File: src/rtl/operand_stack_mp.sv
// operand_stack_mp: operand stack for the wasm core. Each operation pops
// 0..MAX_POP entries and optionally pushes one entry in the same cycle. The
// top three entries are exposed for operand fetch. Overflow, underflow and a
// bad pop count latch a sticky trap code that holds until reset.
module operand_stack_mp #(
   parameter int WIDTH   = 64,
   parameter int DEPTH   = 16,
   parameter int MAX_POP = 3
) (
   input  logic                         clk,
   input  logic                         reset,
   input  logic                         op_valid,
   input  logic [1:0]                   op_pop,
   input  logic                         op_push,
   input  logic [WIDTH-1:0]             push_data,
   output logic [WIDTH-1:0]             top0,
   output logic [WIDTH-1:0]             top1,
   output logic [WIDTH-1:0]             top2,
   output logic [$clog2(DEPTH+1)-1:0]   count,
   output logic                         empty,
   output logic                         full,
   output logic [3:0]                   trap
);

   localparam int CW = $clog2(DEPTH + 1);   // count width
   localparam int XW = CW + 1;              // widened so pop/push arithmetic cannot wrap
   localparam int AW = $clog2(DEPTH);       // storage address width

   localparam logic [3:0] TRAP_NONE  = 4'd0;
   localparam logic [3:0] TRAP_UNDER = 4'd1;
   localparam logic [3:0] TRAP_OVER  = 4'd2;
   localparam logic [3:0] TRAP_BADPOP = 4'd3;

   // Error classification in priority order: bad pop count, underflow, overflow.
   function automatic logic [3:0] f_classify(input logic [XW-1:0] pop_x,
                                             input logic [XW-1:0] count_x,
                                             input logic [XW-1:0] new_x);
      if (pop_x > XW'(MAX_POP)) begin
         return TRAP_BADPOP;
      end else if (pop_x > count_x) begin
         return TRAP_UNDER;
      end else if (new_x > XW'(DEPTH)) begin
         return TRAP_OVER;
      end else begin
         return TRAP_NONE;
      end
   endfunction

   logic [WIDTH-1:0] r_mem [DEPTH];
   logic [CW-1:0]    r_count;
   logic [3:0]       r_trap;

   logic [XW-1:0]    w_count_x;
   logic [XW-1:0]    w_pop_x;
   logic [XW-1:0]    w_new_x;
   logic [3:0]       w_err;
   logic             w_commit;
   logic             w_ok;
   logic             w_we;
   logic [AW-1:0]    w_wr_addr;
   logic [AW-1:0]    w_i0;
   logic [AW-1:0]    w_i1;
   logic [AW-1:0]    w_i2;

   assign w_count_x = {1'b0, r_count};
   assign w_pop_x   = {{(XW-2){1'b0}}, op_pop};
   assign w_new_x   = w_count_x - w_pop_x + {{(XW-1){1'b0}}, op_push};
   assign w_err     = f_classify(w_pop_x, w_count_x, w_new_x);

   // An operation is only considered while no trap is latched.
   assign w_commit  = op_valid & (r_trap == TRAP_NONE);
   assign w_ok      = w_commit & (w_err == TRAP_NONE);
   assign w_we      = w_ok & op_push;

   // The pushed value lands directly above the entries that survive the pop.
   assign w_wr_addr = AW'(w_count_x - w_pop_x);

   // Count and sticky trap; an erroring operation changes nothing but the trap.
   always_ff @(posedge clk or negedge reset) begin
      if (!reset) begin
         r_count <= '0;
         r_trap  <= TRAP_NONE;
      end else if (w_commit) begin
         if (w_err != TRAP_NONE) begin
            r_trap <= w_err;
         end else begin
            r_count <= CW'(w_new_x);
         end
      end
   end

   // Stack storage; contents are not cleared by reset, count alone defines validity.
   always_ff @(posedge clk) begin
      if (w_we) begin
         r_mem[w_wr_addr] <= push_data;
      end
   end

   // Top-of-stack views come only from registered state.
   assign w_i0 = AW'(w_count_x - XW'(1));
   assign w_i1 = AW'(w_count_x - XW'(2));
   assign w_i2 = AW'(w_count_x - XW'(3));

   assign top0  = (w_count_x >= XW'(1)) ? r_mem[w_i0] : '0;
   assign top1  = (w_count_x >= XW'(2)) ? r_mem[w_i1] : '0;
   assign top2  = (w_count_x >= XW'(3)) ? r_mem[w_i2] : '0;
   assign count = r_count;
   assign empty = (r_count == CW'(0));
   assign full  = (r_count == CW'(DEPTH));
   assign trap  = r_trap;

endmodule

File: config.mk
export PLATFORM = sky130hd
export DESIGN_NAME = operand_stack_mp
export DESIGN_NICKNAME = d
export VERILOG_FILES = /design/src/rtl/operand_stack_mp.sv
export SDC_FILE = /design/constraint.sdc
export NUM_CORES = 2
export LEC_CHECK = 0
export CORE_MARGIN = 10
export CORE_UTILIZATION = 57
export DETAILED_ROUTE_END_ITERATION = 10
export HOLD_SLACK_MARGIN = 0.12
export PLACE_DENSITY_LB_ADDON = 0.1
export SYNTH_ARGS = -nofsm -noshare
export SYNTH_HDL_FRONTEND = slang
export SYNTH_SLANG_ARGS = --single-unit
File: constraint.sdc
create_clock -name clk -period 7.3 [get_ports clk]
set_input_delay 1.46 -clock clk [delete_from_list [all_inputs] [get_ports clk]]
set_output_delay 1.46 -clock clk [all_outputs]
set_load 0.005 [all_outputs]
==> impl_metrics.py <==
metrics = {
    "outcome": {
        "status": "finished clean",
    },
    "yosys": {
        "seq_area_frac_synth": 0.549,
        "avgSynthCellArea_sq_um": 19.8,
        "synthesis.area_sq_um": 56300,
        "synth_edf_count": 1024,
        "ys.flop_type": "edfxtp_1",
        "synth_top_area_frac": 0.546,
        "ys_top_cells_by_area": "edfxtp_1, mux4_2, a211oi_1, mux2i_1, nor2b_1",
        "ys_ff_latch": 1031,
        "async_flop_share": 0.00679,
        "synth_cell_types": 46,
        "yosysWarnings": 0,
        "synth_top_cell_by_area": "edfxtp_1",
        "syn_inst": 2843,
    },
    "cells_and_area": {
        "nets": 3106,
        "fillers": 6452,
        "layout-drive-gt1-share": 0.358,
        "area_growth_syn_to_layout_pct": 13.9,
    },
    "placed_design": {
        "place_congestion": 0.874,
        "dpl_worst_slack_ns": 1.54,
        "port_buffers": 270,
        "dp_hpwl_microns": 87700,
    },
    "setup_path": {
        "path_max_fanout": 50,
        "r2r-start": "count[0]",
        "crit_path_start_kind": "register",
        "crit_top_cell": "mux4_2",
        "end_kind": "output pin",
        "critPathRequiredTime_ns": 5.84,
        "regToRegSetupSlack_ns": 2.46,
        "max_stage_delay_ns": 0.97,
        "arrival_ns": 5.00,
        "worstPathCellList": "inv_1 -> ha_4 -> buf_4 -> mux4_2 -> mux4_2 -> nor2b_1 -> clkdlybuf4s50_1",
        "reg2reg_to": "r_mem[8][42]",
        "path_class": "register to output pin",
        "cp_slowest_cell": "ha_4",
        "reg2reg_depth": 12,
    },
    "detailed_routing": {
        "via_per_inst": 7.59,
        "wl_per_cell_microns": 35.4,
        "wl_microns": 156000,
        "antenna_left": 0,
        "first_iter_violations": 4145,
        "dr.pass1.iters": 5,
        "via_count": 33400,
        "drc": 0,
    },
    "cts": {
        "cts_hold_buf": 0,
        "cts_tree": "yes",
        "numCtsBuffers": 111,
        "h-tree-depth": 3,
        "clk_pin_slew_ns": 0.06,
        "root_buffer": "clkbuf_16",
        "cts_resized": 0,
        "clock_path_buffers": 3,
        "post_cts_buffers": 0,
        "clock-sinks": 1031,
        "clk_latency_ns": 0.70,
    },
    "die": {
        "io_pins": 273,
        "die_w_microns": 334,
        "initial_core_util": 0.574,
        "num_rows": 115,
        "design.core.area_sq_um": 98100,
        "die_h_microns": 334,
        "die_area_sq_um": 112000,
    },
    "sta": {
        "finalHoldViolCount": 0,
        "tns_ns": 0,
        "setup_ws_ns": 0.839,
        "finalMaxSlewViolations": 0,
        "rsz0062_at_grt": "no",
        "post-route-period-util": 0.885,
        "setup_viol": 0,
        "worst_pin_slew_ns": 1.22,
        "min_period_ns": 6.46,
        "maxSlewHeadroom": 0.188,
        "fin_skew_ns": 0.0253,
        "fmax_mhz": 155,
    },
    "global_routing": {
        "grt_overflow": 0,
        "grt_pass1_wl_microns": 231000,
        "grt_pass1_vias": 34300,
        "grt.total_usage": 0.278,
        "grt_start_max_net_pins": 140,
        "antenna_found_initial": 10,
    },
    "power": {
        "power.density_nw_per_um2": 191,
        "peakVddDrop_mv": 0.207,
        "p_leak_nw": 19.0,
    },
    "hold_path": {
        "hold_start": "trap[0]",
        "hp-class": "register to register",
        "min_to": "trap[0]",
        "hold_depth": 2,
    },
    "job": {
        "cap_violations": 0,
    },
}
[area by class of cell]
type,count,area (sq um),share of cell area
sequential,1031,30900,0.482
clock inverter,72,679,0.0106
multi-input combinational,1522,24200,0.377
inverter,9,33.8,0.000527
antenna,5,12.5,0.000195
tap,1287,1610,0.0251
clock buffer,132,2940,0.0459
timing repair buffer,348,3710,0.0579
[cells in the mapped netlist, types with 3 or more instances]
cell type  number
ha_1           12
nor2_1         23
buf_1           8
mux2_4          3
dfrtp_1         7
inv_1           9
nand2_1        11
nor3_1          3
buf_4          31
clkbuf_1       96
buf_6           4
a21oi_1         6
xnor2_1         6
a211oi_1      256
or3_1           3
o21ai_0         3
nor2b_1       194
edfxtp_1     1024
mux4_2        832
mux2i_1       128
a211oi_2        3
xor2_1          6
buf_2         143
[worst max path at each step]
stage	from	endpoint	slack, ns	depth (start not counted)
2_1_floorplan	count[0]	r_mem[14][0]	0.78	16
3_3_place_gp	op_pop[0]	r_mem[10][41]	1.60	12
3_5_place_dp	count[0]	top2[4]	1.54	8
4_1_cts	count[0]	top2[4]	0.78	8
5_1_grt	count[0]	top2[55]	0.56	7
6_report	count[2]	top1[54]	0.84	7
[through the flow]
stage	total power [mW]	hold slack [ns]	cell area, sq um	utilization	instances
floorplan	6.65	0.465	56300	-	2844
global placement	6.75	0.479	60500	0.616	4197
detailed placement	6.76	0.485	60500	0.616	4197
CTS	12.3	0.499	64100	0.653	4401
global route	12.6	0.539	64100	0.653	4403
finish	12.2	0.492	64100	0.653	4406
[critical path, delay by kind of cell, from the launching register on]
family | cells | cell delay, ns
adder cells (fa/ha/maj) | 1 | 0.97
buffers and inverters | 3 | 1.40
flip-flops | 1 | 0.90
multiplexers | 2 | 0.89
AND/OR/NAND/NOR | 1 | 0.15
[kinds of logic (layout without fill, tap and decap cells)]
kind of cell / Yosys count / in the layout / synth area share
xor gates and xnor gates: 13 / 13 / 0.00216
AOI/OAI and AO/OA: 283 / 283 / 0.0378
buffers and inverters: 291 / 561 / 0.0252
other: 1 / 7 / 0.0000666
and+or+nand+nor: 248 / 248 / 0.0261
muxes: 963 / 963 / 0.356
adders and majority gates: 13 / 13 / 0.00302
DFF: 1031 / 1031 / 0.549
[flip-flops by register name, summed over array words and instances (netlist names)]
signal / flops
count: 5
trap: 2
r_mem: 1024
[power by group]
part | internal, mW | switching (mW)
combinational | 0.0377 | 0.0903
sequential | 6.51 | 0
clock | 3.26 | 2.34
total | 9.80 | 2.43
[placed cells by master, fill, tap and decap left out, drive strengths merged, types with 11 or more instances in the layout]
master / count
edfxtp: 1024
clkdlybuf4s50: 270
inv: 14
nor2b: 194
nand2: 11
ha: 12
mux4: 832
clkinvlp: 11
clkbuf: 132
buf: 78
mux2i: 128
clkinv: 45
nor2: 23
bufinv: 11
a211oi: 259
[routing by layer]
metal	vias to the layer above	global-route usage	wire length (microns)
li1	13000	-	-
met3	339	0.0575	15600
met2	2102	0.456	78200
met1	17900	0.371	57000
met4	14	0.0972	5210
met5	-	0	96
No activity file was read; power rests on OpenSTA's default activity.
